## src/rtl/uart_pkg.sv

```systemverilog
// Shared UART definitions: receiver FSM encoding, frame defaults and parity helper.
// Also used by the matching transmitter.
package uart_pkg;

   typedef enum logic [2:0] {
      IDLE,
      START,
      DATA,
      PARITY,
      STOP,
      WAIT_HIGH
   } uart_state_e;

   localparam int unsigned UART_DATA_BITS    = 8;
   localparam int unsigned UART_CLKS_PER_BIT = 16;

   // Zero-extended callers are safe: padding bits do not change even parity.
   function automatic logic even_parity(input logic [31:0] d);
      return ^d;
   endfunction

endpackage

```

## src/rtl/uart_rx_parity_if.sv

```systemverilog
// Received-byte output channel: valid/ready handshake with per-byte error flags.
interface uart_rx_parity_if #(
   parameter int unsigned DATA_BITS = 8
);
   logic [DATA_BITS-1:0] data_out;
   logic                 data_valid;
   logic                 data_ready;
   logic                 parity_err;
   logic                 frame_err;
   logic                 overrun_err;

   modport master (
      output data_out, data_valid, parity_err, frame_err, overrun_err,
      input  data_ready
   );

   modport slave (
      input  data_out, data_valid, parity_err, frame_err, overrun_err,
      output data_ready
   );
endinterface

```

## src/rtl/uart_rx_sync.sv

```systemverilog
// Two-flop synchroniser for an asynchronous serial input with falling-edge detect.
// Resets to the idle-high level so reset release alone never looks like a start bit.
module uart_rx_sync (
   input  logic clk_sis,
   input  logic rst,
   input  logic i_rx,
   output logic o_rx_s,
   output logic o_fall
);
   logic r_meta;
   logic r_sync;
   logic r_prev;

   always_ff @(posedge clk_sis or negedge rst) begin
      if (!rst) begin
         r_meta <= 1'b1;
         r_sync <= 1'b1;
         r_prev <= 1'b1;
      end else begin
         r_meta <= i_rx;
         r_sync <= r_meta;
         r_prev <= r_sync;
      end
   end

   assign o_rx_s = r_sync;
   assign o_fall = r_prev & ~r_sync;
endmodule

```

## src/rtl/uart_rx_parity.sv

```systemverilog
// UART receiver: 8E1-style frames sampled mid-bit by a baud counter, delivered through
// a valid/ready output register carrying parity, framing and overrun flags.
module uart_rx_parity
   import uart_pkg::*;
#(
   parameter int unsigned CLKS_PER_BIT = UART_CLKS_PER_BIT,
   parameter int unsigned DATA_BITS    = UART_DATA_BITS
) (
   input  logic             clk_sis,
   input  logic             rst,
   input  logic             rx,
   output logic             busy,
   uart_rx_parity_if.master rx_if
);
   localparam int unsigned      CNT_W    = $clog2(CLKS_PER_BIT);
   localparam int unsigned      IDX_W    = (DATA_BITS > 1) ? $clog2(DATA_BITS) : 1;
   localparam logic [CNT_W-1:0] CNT_HALF = CNT_W'(CLKS_PER_BIT / 2 - 1);
   localparam logic [CNT_W-1:0] CNT_FULL = CNT_W'(CLKS_PER_BIT - 1);
   localparam logic [IDX_W-1:0] IDX_LAST = IDX_W'(DATA_BITS - 1);

   uart_state_e          r_state, w_state_nxt;
   logic [CNT_W-1:0]     r_cnt, w_cnt_nxt;
   logic [IDX_W-1:0]     r_idx, w_idx_nxt;
   logic [DATA_BITS-1:0] r_shift, w_shift_nxt;
   logic                 r_perr, w_perr_nxt;
   logic                 w_rx_s;
   logic                 w_fall;
   logic                 w_stop_smp;
   logic                 w_load;

   uart_rx_sync u_sync (
      .clk_sis (clk_sis),
      .rst     (rst),
      .i_rx    (rx),
      .o_rx_s  (w_rx_s),
      .o_fall  (w_fall)
   );

   always_ff @(posedge clk_sis or negedge rst) begin
      if (!rst) begin
         r_state <= IDLE;
         r_cnt   <= '0;
         r_idx   <= '0;
         r_shift <= '0;
         r_perr  <= 1'b0;
      end else begin
         r_state <= w_state_nxt;
         r_cnt   <= w_cnt_nxt;
         r_idx   <= w_idx_nxt;
         r_shift <= w_shift_nxt;
         r_perr  <= w_perr_nxt;
      end
   end

   always_comb begin
      w_state_nxt = r_state;
      w_cnt_nxt   = r_cnt;
      w_idx_nxt   = r_idx;
      w_shift_nxt = r_shift;
      w_perr_nxt  = r_perr;
      w_stop_smp  = 1'b0;
      unique case (r_state)
         IDLE: begin
            if (w_fall) begin
               w_state_nxt = START;
               w_cnt_nxt   = '0;
            end
         end
         START: begin
            if (r_cnt == CNT_HALF) begin
               w_cnt_nxt   = '0;
               w_idx_nxt   = '0;
               w_state_nxt = w_rx_s ? IDLE : DATA;
            end else begin
               w_cnt_nxt = r_cnt + 1'b1;
            end
         end
         DATA: begin
            if (r_cnt == CNT_FULL) begin
               w_cnt_nxt          = '0;
               w_shift_nxt[r_idx] = w_rx_s;
               if (r_idx == IDX_LAST) begin
                  w_state_nxt = PARITY;
               end else begin
                  w_idx_nxt = r_idx + 1'b1;
               end
            end else begin
               w_cnt_nxt = r_cnt + 1'b1;
            end
         end
         PARITY: begin
            if (r_cnt == CNT_FULL) begin
               w_cnt_nxt   = '0;
               w_perr_nxt  = w_rx_s ^ even_parity(32'(r_shift));
               w_state_nxt = STOP;
            end else begin
               w_cnt_nxt = r_cnt + 1'b1;
            end
         end
         STOP: begin
            if (r_cnt == CNT_FULL) begin
               w_cnt_nxt   = '0;
               w_stop_smp  = 1'b1;
               // A low stop bit parks in WAIT_HIGH so a break cannot re-trigger.
               w_state_nxt = w_rx_s ? IDLE : WAIT_HIGH;
            end else begin
               w_cnt_nxt = r_cnt + 1'b1;
            end
         end
         WAIT_HIGH: begin
            if (w_rx_s) begin
               w_state_nxt = IDLE;
            end
         end
         default: w_state_nxt = IDLE;
      endcase
   end

   assign busy   = (r_state != IDLE);
   assign w_load = w_stop_smp & (~rx_if.data_valid | rx_if.data_ready);

   // A load in the same cycle as a transfer wins, keeping data_valid high.
   always_ff @(posedge clk_sis or negedge rst) begin
      if (!rst) begin
         rx_if.data_out    <= '0;
         rx_if.data_valid  <= 1'b0;
         rx_if.parity_err  <= 1'b0;
         rx_if.frame_err   <= 1'b0;
         rx_if.overrun_err <= 1'b0;
      end else begin
         rx_if.overrun_err <= w_stop_smp & rx_if.data_valid & ~rx_if.data_ready;
         if (w_load) begin
            rx_if.data_out   <= r_shift;
            rx_if.parity_err <= r_perr;
            rx_if.frame_err  <= ~w_rx_s;
            rx_if.data_valid <= 1'b1;
         end else if (rx_if.data_valid && rx_if.data_ready) begin
            rx_if.data_valid <= 1'b0;
         end
      end
   end
endmodule

```

## src/flat_wrapper.sv

```systemverilog
// flat-port wrapper written by rule: the top's interface ports become plain ports
module uart_rx_parity_flat import uart_pkg::*;
#(
   parameter int unsigned CLKS_PER_BIT = UART_CLKS_PER_BIT,
   parameter int unsigned DATA_BITS    = UART_DATA_BITS
)
  (clk_sis, rst, rx, busy, rx_if_data_out, rx_if_data_valid, rx_if_parity_err, rx_if_frame_err, rx_if_overrun_err, rx_if_data_ready);
  uart_rx_parity_if #(.DATA_BITS(DATA_BITS)) rx_if_i ();
  input  logic clk_sis;
  input  logic rst;
  input  logic rx;
  output logic busy;
  output wire logic [$bits(rx_if_i.data_out)-1:0] rx_if_data_out;
  output wire logic [$bits(rx_if_i.data_valid)-1:0] rx_if_data_valid;
  output wire logic [$bits(rx_if_i.parity_err)-1:0] rx_if_parity_err;
  output wire logic [$bits(rx_if_i.frame_err)-1:0] rx_if_frame_err;
  output wire logic [$bits(rx_if_i.overrun_err)-1:0] rx_if_overrun_err;
  input wire logic [$bits(rx_if_i.data_ready)-1:0] rx_if_data_ready;
  assign rx_if_data_out = rx_if_i.data_out;
  assign rx_if_data_valid = rx_if_i.data_valid;
  assign rx_if_parity_err = rx_if_i.parity_err;
  assign rx_if_frame_err = rx_if_i.frame_err;
  assign rx_if_overrun_err = rx_if_i.overrun_err;
  assign rx_if_i.data_ready = rx_if_data_ready;
  uart_rx_parity #(.CLKS_PER_BIT(CLKS_PER_BIT), .DATA_BITS(DATA_BITS)) u_core (.clk_sis(clk_sis), .rst(rst), .rx(rx), .busy(busy), .rx_if(rx_if_i));
endmodule
```

## config.mk

```make
export PLATFORM = sky130hd
export DESIGN_NAME = uart_rx_parity_flat
export DESIGN_NICKNAME = d
export VERILOG_FILES = /design/src/rtl/uart_pkg.sv /design/src/rtl/uart_rx_parity_if.sv /design/src/rtl/uart_rx_sync.sv /design/src/rtl/uart_rx_parity.sv /design/src/flat_wrapper.sv
export SDC_FILE = /design/constraint.sdc
export NUM_CORES = 1
export LEC_CHECK = 0
export ABC_AREA = 1
export CAP_MARGIN = 20
export CORE_ASPECT_RATIO = 1.1
export CORE_MARGIN = 4
export CORE_UTILIZATION = 45
export DETAILED_ROUTE_END_ITERATION = 16
export GPL_TIMING_DRIVEN = 0
export PLACE_DENSITY = 0.7
export SYNTH_ARGS = -nofsm -noshare
export SYNTH_HDL_FRONTEND = slang
export SYNTH_SLANG_ARGS = --single-unit
```

## constraint.sdc

```tcl
create_clock -name clk_sis -period 4 [get_ports clk_sis]
set_clock_uncertainty 0.1 [all_clocks]
set_input_delay 0.4 -clock clk_sis [delete_from_list [all_inputs] [get_ports clk_sis]]
set_output_delay 0.4 -clock clk_sis [all_outputs]
set_load 0.01 [all_outputs]
```

==> results.sh <==
export IMPL_cts_made_buffers=5
export IMPL_synth_seq_cells=34
export IMPL_period_minus_slack_ps=1988
export IMPL_vias=1384
export IMPL_synth_top_family_by_area="simple AND/OR/NAND/NOR gates"
export IMPL_status="finished, final reports clean"
export IMPL_p_comb_share_pct=34.2
export IMPL_cts_resized=0
export IMPL_clk_insertion_delay_late_ps=280
export IMPL_p_int_mw=0.6312
export IMPL_fin_cells=281
export IMPL_num_antenna_cells=0
export IMPL_finalNetCount=237
export IMPL_cp_arrival_ps=1490
export IMPL_p_seq_share_pct=42.6
export IMPL_die_w_um=66.29
export IMPL_num_rows=23
export IMPL_reg2reg_depth=8
export IMPL_grt_max_degree=35
export IMPL_grtUsageMet3_pct=3.715
export IMPL_ios=17
export IMPL_sw_frac_of_total_pct=38.09
export IMPL_syn_nets=214
export IMPL_cts_tree="yes"
export IMPL_worst_pin_slew_ps=734.9
export IMPL_dr_pass1_iters=4
export IMPL_cts_sinks=34
export IMPL_grt_pass1_wl_um=5706
export IMPL_placed_area_mm2=0.001899
export IMPL_cap_violations=0
export IMPL_vias_per_cell=4.925
export IMPL_die_area_mm2=0.004780
export IMPL_grt_pass1_vias=1303
export IMPL_use_met2_pct=25.14
export IMPL_overflow=0
export IMPL_core_area_mm2=0.003626
export IMPL_cp_required_ps=3500
export IMPL_synthToLayoutAreaGrowth_pct=17.86
export IMPL_min_path_type="in2async"
export IMPL_timing_final_crit_share_pct=49.71
export IMPL_yosys_warnings=0
export IMPL_seqCellArea_um2=854.6
export IMPL_synth_seq_area_share_pct=50.82
export IMPL_powerDensity_mw_per_mm2=514.4
export IMPL_p_clk_share_pct=23.2
export IMPL_synth_area_mm2=0.001682
export IMPL_cts_max_level=2
export IMPL_rsz0062_at_grt="no"
export IMPL_syn_area_per_cell_um2=8.124
export IMPL_worstPathMaxFanout=6
export IMPL_use_met1_pct=19.34
export IMPL_finalInstanceArea_mm2=0.001982
export IMPL_portBuffers=16
export IMPL_timing_rr_end="u_core.r_state[1]"
export IMPL_max_slew_margin_pct=51.01
export IMPL_synthCells=207
export IMPL_vdd_drop_max_mv=0.2396
export IMPL_synth_cell_types=25
export IMPL_end_kind="primary output"
export IMPL_drc=0
export IMPL_grt_busiest_layer="met2"
export IMPL_ctsHoldBuffers=0
export IMPL_drive_above_1_share_pct=12.99
export IMPL_synthAdderAreaFrac_pct=2.232
export IMPL_setup_ws_ps=2012
export IMPL_critPathLaunch="u_core.r_state[1]"
export IMPL_r2r_slack_ps=2350
export IMPL_gr_usage_all_layers_pct=15.31
export IMPL_dp_cells=273
export IMPL_r2r_start="u_core.r_cnt[0]"
export IMPL_root_buffer="clkbuf_8"
export IMPL_crit_path_start_kind="register"
export IMPL_synth_compound_area_share_pct=13.69
export IMPL_wl_um=3241
export IMPL_start_util_pct=46.38
export IMPL_antenna_found_initial=0
export IMPL_synth_xor_area_share_pct=1.042
export IMPL_multi_input_area_um2=723.2
export IMPL_p_total_mw=1.020
export IMPL_die_height_um=72.12
export IMPL_setup_viol=0
export IMPL_synthSimpleGateAreaFrac_pct=26.04
export IMPL_final_antenna_net_count=0
export IMPL_cts_reportedPaths_clkPinSlew_ps=70
export IMPL_fmax_mhz=503.0
export IMPL_drtIter0Drc=128
export IMPL_critPathKind="reg2out"
export IMPL_netSwitchingPower_mw=0.3884
export IMPL_routabilityCongestion=0.8246
export IMPL_synth_area_mux_share_pct=0
export IMPL_hpwl_um=2378
export IMPL_drv_slew=0
export IMPL_dp_slack_ps=2303
export IMPL_hold_viol_final=0
export IMPL_finalSetupTns_ps=0
export IMPL_clockBufferDepth=2
export IMPL_leakage_nw=0.9542
export IMPL_routedWlPerCell_um=11.53
export IMPL_post_cts_buffers=0
export IMPL_nFillCells=343
-- cells in the final DEF (no fill, tap or decap) --
master,n
nand2_1,67
clkbuf_8,5
nand4_1,1
nand3_1,12
inv_2,5
nor2_2,3
dfrtp_1,31
nand2_2,4
nor3_1,2
nand3_2,1
clkbuf_1,2
buf_2,3
inv_1,19
or2_1,2
o21ai_1,16
nor3_2,1
clkinv_2,2
a21boi_4,1
xor2_1,2
clkdlybuf4s50_1,15
a21oi_1,8
ha_1,3
dfstp_2,3
a31oi_1,8
o21ai_0,4
o211ai_2,1
a21oi_2,1
nor2_1,9
-- synth_stat cells, drive strengths merged --
library cell / number / area share (%)
nand4: 1 / 0.37
clkbuf: 1 / 0.22
inv: 24 / 5.4
a31oi: 8 / 3.0
buf: 2 / 0.60
nand3: 13 / 4.2
dfrtp: 31 / 46
o211ai: 1 / 0.74
nand2: 71 / 16
nor2: 12 / 3.1
xor2: 2 / 1.0
dfstp: 3 / 4.7
a21boi: 1 / 1.1
o21ai: 20 / 6.0
or2: 2 / 0.74
nor3: 3 / 1.2
ha: 3 / 2.2
a21oi: 9 / 2.9
-- flip-flops by register name, summed over array words and instances, names as in the netlist, 3 cells and up --
| signal | cells |
|---|---|
| u_core.r_shift | 8 |
| u_core.rx_if.data_out | 8 |
| u_core.r_cnt | 4 |
| u_core.r_idx | 3 |
| u_core.r_state | 3 |
-- cell families (layout without fill, tap and decap cells) --
logic type | Yosys count | after routing
XOR/XNOR | 2 | 2
AND/OR/NAND/NOR | 102 | 102
buffers and inverters | 27 | 51
adder cells (fa/ha/maj) | 3 | 3
AO/OA/AOI/OAI | 39 | 39
flip-flops | 34 | 34
-- layout make-up --
class                      instances  area share [%]
buffer                             3          0.6944
clock buffer                       6           3.662
clock inverter                     2          0.5051
inverter                          24           4.545
multi-input combinational        146           36.49
sequential                        34           43.12
tap                               50           3.157
timing repair buffer              16           7.828
-- per-layer routing --
layer / up-vias / part of all wire [%]
met3: 0 / 3.3
li1: 713 / -
met4: 0 / 0
met5: - / 0
met1: 641 / 47
met2: 30 / 50
-- how the worst max path moves through the flow --
stage / to / slack, ps
6_report: busy / 2010
5_1_grt: busy / 1940
4_1_cts: busy / 2000
3_5_place_dp: u_core.rx_if.data_out[2] / 2300
3_3_place_gp: u_core.r_state[0] / 1760
2_1_floorplan: u_core.r_state[1] / 2520
-- power groups by stage --
stage          registers [mW]  logic, mW  clock network, mW
2_1_floorplan           0.428      0.267                  0
3_3_place_gp            0.435      0.339                  0
3_5_place_dp            0.440      0.345                  0
4_1_cts                 0.433      0.350              0.245
5_1_grt                 0.440      0.395              0.261
6_report                0.435      0.348              0.236
-- metrics by stage --
| stage | hold slack, ps | utilization, % |
|---|---|---|
| global placement | 246.0 | 52.52 |
| detailed placement | 252.7 | 52.38 |
| finish | 76.74 | 54.66 |
| floorplan | 4.409 | - |
| CTS | 100.5 | 54.66 |
| global route | 141.1 | 54.66 |
-- critical path, cell delays in order (launching register included) --
cell,delay [ps]
dfrtp_1,470
nor2_2,190
nand2_1,70
clkdlybuf4s50_1,480
Power figures use the tool's default switching activity.
==> variant 1 (same settings) <==
Take the reset off `r_shift` and load it in a clocked block of its own.
--- a/src/rtl/uart_rx_parity.sv
+++ b/src/rtl/uart_rx_parity.sv
@@ -42,5 +42,4 @@
          r_cnt   <= '0;
          r_idx   <= '0;
-         r_shift <= '0;
          r_perr  <= 1'b0;
       end else begin
@@ -48,7 +47,10 @@
          r_cnt   <= w_cnt_nxt;
          r_idx   <= w_idx_nxt;
-         r_shift <= w_shift_nxt;
          r_perr  <= w_perr_nxt;
       end
+   end
+
+   always_ff @(posedge clk_sis) begin
+      r_shift <= w_shift_nxt;
    end
 
Check against the original RTL: same outputs for any inputs over 10 cycles, from zero or initial values and one cycle with rst low; that may be too few to reach the edited logic, so the function may still have changed.
==> variant 1 against the unedited design <==
Routed wire length down 9.8%; register-to-register slack improved by 20 ps; sequential cell count unchanged; hold slack gained 180 ps; power increased by 16%; sequential share of layout area fell by 0.12 points; synthesized area increased by 0.67%; cell count is 2.8% lower; setup slack worse by 140 ps; die area increased by 0.59%; design area rose by 5.0%; global-route usage fell by 1.1 points; critical path type unchanged; largest cell class unchanged; highest routed layer is now met4.
==> variant 1: results (changes against the unedited design) <==
[outcome]
status=completed  ; unchanged

[cells_and_area]
diodes=0  ; unchanged
layout.cells.non_filler=273  ; was 281
top_regs=u_core.r_shift x8, u_core.rx_if.data_out x8, u_core.r_cnt x4  ; unchanged
layout-drive-gt1-share_pct=15.2  ; was 13.0%
finish.net_count=229  ; was 237

[drt]
wl_mm=2.92  ; was 3.24 mm
wl_met2_mm=1.43  ; was 1.62 mm
vias=1295  ; was 1384
maxUsedRoutingLayer=met4  ; was met3
drt-initial-drc-count=72  ; was 128
dr.pass1.iters=4  ; unchanged
met1_length_mm=1.31  ; was 1.51 mm
wl_met3_um=120  ; was 108 um

[power_and_ir_drop]
p_int_uw=778  ; was 631 uW
seqPwrFrac_pct=36.7  ; was 42.6%
peakVddDrop_uv=398  ; was 240 uV
p_leak_uw=0.000986  ; was 0.000954 uW
p_clk_share_pct=31.8  ; was 23.2%
power.net_switching_uw=402  ; was 388 uW

[yosys]
synthCells=198  ; was 207
synthArstFlopShare_pct=76.5  ; was 100%
synth-main-ff-cell=dfrtp_1  ; unchanged
synthTopCellsByArea=dfrtp_1 34%, edfxtp_1 14%, nand2_1 14%  ; was dfrtp_1 46%, nand2_1 15%, o21ai_1 4.8%
synthTopCellsByCount=64 x nand2_1, 23 x dfrtp_1, 19 x inv_1  ; was 67 x nand2_1, 31 x dfrtp_1, 19 x inv_1
synth_fp_nets=205  ; was 214
synth_edf_count=8  ; was 0
ys_types=26  ; was 25
synth_warnings=0  ; unchanged
ys_seq_area_share_pct=52.8  ; was 50.8%

[placed_design]
dp_hpwl_mm=2.19  ; was 2.38 mm
io_buffer_count=16  ; unchanged
placed_cells=265  ; was 273
dpl_worst_slack_ps=2180  ; was 2300 ps
gp_congestion=0.804  ; was 0.825
place_area_um2=1940  ; was 1900 um2

[clocking]
htreeDepth=2  ; unchanged
clkTransAtPathRegs_ps=70  ; about the same
clock_latency_ps=280  ; about the same
cts.path.max_buffers=2  ; unchanged
ctsRootBufferMaster=clkbuf_8  ; unchanged
cts_buffers=5  ; unchanged
post_cts_buffers=0  ; unchanged

[critical_path]
max_stage_delay_ps=480  ; about the same
crit_path_max_fanout=5  ; was 6
arrival_ps=1630  ; was 1490 ps
cpMaxStageDelayCell=clkdlybuf4s50_1  ; unchanged
path_delay_family=buffers and inverters  ; unchanged

[global_routing]
grt_max_degree=16  ; was 35
gr-usage-met2_pct=23.7  ; was 25.1%
grt_pass1_vias=1230  ; was 1303
antenna_found_initial=0  ; unchanged
grt_pass1_wl_mm=5.29  ; was 5.71 mm
grt.met3_usage_pct=3.72  ; unchanged
grt_use_total_pct=14.2  ; was 15.3%
met1_usage_pct=17.3  ; was 19.3%

[min_path]
worstHoldPathType=reg2reg  ; was in2async

[timing]
worst_slew_pin_slew_ps=603  ; was 735 ps

variant 1: cell types whose count changed after synthesis, moves of 3 or more:
cell      change
nor2_2        -3
o21ai_0       +6
edfxtp_1      +8
o21ai_1       -5
dfrtp_1       -8
a21oi_1       -7
a31oi_1       -8
nor2_1        +5
nand2_1       -3
variant 1: kinds of logic after synthesis:
kind of cell	share of synthesized area, %
and+or+nand+nor	26.8
adders and majority gates	2.22
buffers and inverters	7.17
AOI/OAI and AO/OA	9.46
DFF	52.8
xor gates and xnor gates	1.55
variant 1: final cells by class:
class	instances	area, um2
Clock buffer	5	68.8
Timing Repair Buffer	17	188
Clock inverter	3	68.8
Tap cell	50	62.6
Multi-Input combinational cell	135	677
Inverter	26	97.6
Buffer	3	23.8
Fill cell	327	1550
Sequential cell	34	895
variant 1: worst paths after layout:
| path | start | to | slack, ps | cells after the start |
|---|---|---|---|---|
| min in group asynchronous | rst | u_core.rx_if.data_out[1]$_DFFE_PN0P_ | 390 | 1 |
| max in group asynchronous | rst | u_core.u_sync.r_prev$_DFF_PN1_ | 2830 | 2 |
| min | u_core.u_sync.r_meta$_DFF_PN1_ | u_core.u_sync.o_rx_s$_DFF_PN1_ | 260 | 0 |
| max | u_core.r_state[0]$_DFFE_PN0P_ | busy | 1870 | 5 |
| max reg2reg | u_core.r_state[2]$_DFFE_PN0P_ | u_core.r_shift[6]$_DFFE_PP_ | 2370 | 5 |
| min reg2reg | u_core.u_sync.r_meta$_DFF_PN1_ | u_core.u_sync.o_rx_s$_DFF_PN1_ | 260 | 0 |
variant 1: worst reg2reg max path, cell delays in order, from the launching register on:
cell     delay (ps)
dfrtp_1         370
buf_6           140
nor3_4          280
inv_2            50
or2_1           270
nor2_1          130
==> variant 2 (same flow settings) <==
Without the edit above. The package constant `UART_CLKS_PER_BIT` goes from 16 to 32.
--- a/src/rtl/uart_pkg.sv
+++ b/src/rtl/uart_pkg.sv
@@ -13,5 +13,5 @@
 
    localparam int unsigned UART_DATA_BITS    = 8;
-   localparam int unsigned UART_CLKS_PER_BIT = 16;
+   localparam int unsigned UART_CLKS_PER_BIT = 32;
 
    // Zero-extended callers are safe: padding bits do not change even parity.
Behaviour: no difference found for any inputs over 10 cycles, from zero or initial values and one cycle with rst low; that may be too few to reach the edited logic, so the function may still have changed.
==> variant 2 against the unedited design <==
Fmax fell by 7.9%; setup slack got worse by 170 ps; design area rose by 11%; via count rose by 3.3%; synthesized area rose by 13%; critical path depth rose by 2; routed wire length fell by 2.2%; sequential power rose by 3%; sequential share of layout area fell by 3.2 points; power rose by 5.1%; sequential cell count rose by 1; largest power group unchanged.
==> variant 2: results (changes against the unedited design) <==
[outcome]
status=completed  ; unchanged

[placed_design]
place_area_um2=2110  ; was 1900 um2
dp_hpwl_mm=2.36  ; was 2.38 mm
dpl_worst_slack_ps=1950  ; was 2300 ps
gp_congestion=0.776  ; was 0.825
placed_cells=293  ; was 273

[yosys]
synthTopCellsByArea=dfrtp_1 42%, nand2_1 11%, inv_1 5.4%  ; was dfrtp_1 46%, nand2_1 15%, o21ai_1 4.8%
synth_edf_count=0  ; unchanged
synth_fp_nets=235  ; was 214
synth_compound_area_share_pct=9.97  ; was 13.7%
ys_types=29  ; was 25
synthTopCellsByCount=56 x nand2_1, 32 x dfrtp_1, 27 x inv_1  ; was 67 x nand2_1, 31 x dfrtp_1, 19 x inv_1
syn_avg_cell_area_um2=8.42  ; was 8.12 um2
synth-xor-area-share_pct=1.85  ; was 1.04%
ys_seq_area_share_pct=46.4  ; was 50.8%

[global_routing]
grt_use_total_pct=13.1  ; was 15.3%
grt_pass1_vias=1329  ; was 1303
grt_max_degree=36  ; was 35
antenna_found_initial=0  ; unchanged
grt_pass1_wl_mm=5.73  ; was 5.71 mm

[clocking]
clock_latency_ps=280  ; about the same
post_cts_buffers=0  ; unchanged

[cells_and_area]
finish.net_count=258  ; was 237
layout-drive-gt1-share_pct=17.7  ; was 13.0%
top_regs=u_core.r_shift x8, u_core.rx_if.data_out x8, u_core.r_cnt x5  ; was u_core.r_shift x8, u_core.rx_if.data_out x8, u_core.r_cnt x4
layout.cells.non_filler=300  ; was 281

[critical_path]
worstRegToRegCells=10  ; was 8
arrival_ps=1660  ; was 1490 ps
r2r_slack_ps=1950  ; was 2350 ps
max_stage_delay_ps=480  ; about the same
crit_path_max_fanout=4  ; was 6
path_delay_family=buffers and inverters  ; unchanged

[power_and_ir_drop]
peakVddDrop_uv=305  ; was 240 uV

[drt]
drt-initial-drc-count=64  ; was 128
vias=1430  ; was 1384

[timing]
worst_slew_pin_slew_ps=758  ; was 735 ps
timing.final.ws_setup_ps=1840  ; was 2010 ps

-- variant 2: cell types whose count changed in the layout (fill, tap and decap cells not counted), sizes merged, moves of 2 or more --
cell / change
nand3: +3
nand2: -2
a31oi: -8
inv: +8
or2: -2
ha: +3
nor3: -2
a21oi: +2
nor2: +12
-- variant 2: cell type report --
| cell class | count | area [um2] |
|---|---|---|
| Clock buffer | 6 | 82.6 |
| Clock inverter | 1 | 5.00 |
| Fill cell | 365 | 1820 |
| Timing Repair Buffer | 16 | 155 |
| Buffer | 2 | 20.0 |
| Inverter | 32 | 123 |
| Multi-Input combinational cell | 156 | 872 |
| Sequential cell | 35 | 880 |
| Tap cell | 52 | 65.1 |
-- variant 2: metal layers --
layer	GRT usage, %	share of wire, %
met1	16.5	48
met2	21.7	46
met3	3.43	3.9
met4	4.60	1.7
met5	0	0
-- variant 2: report_power, final --
part	switching, uW	internal [uW]	total (uW)
logic	227	140	367
registers	52.2	395	448
clock network	123	135	258
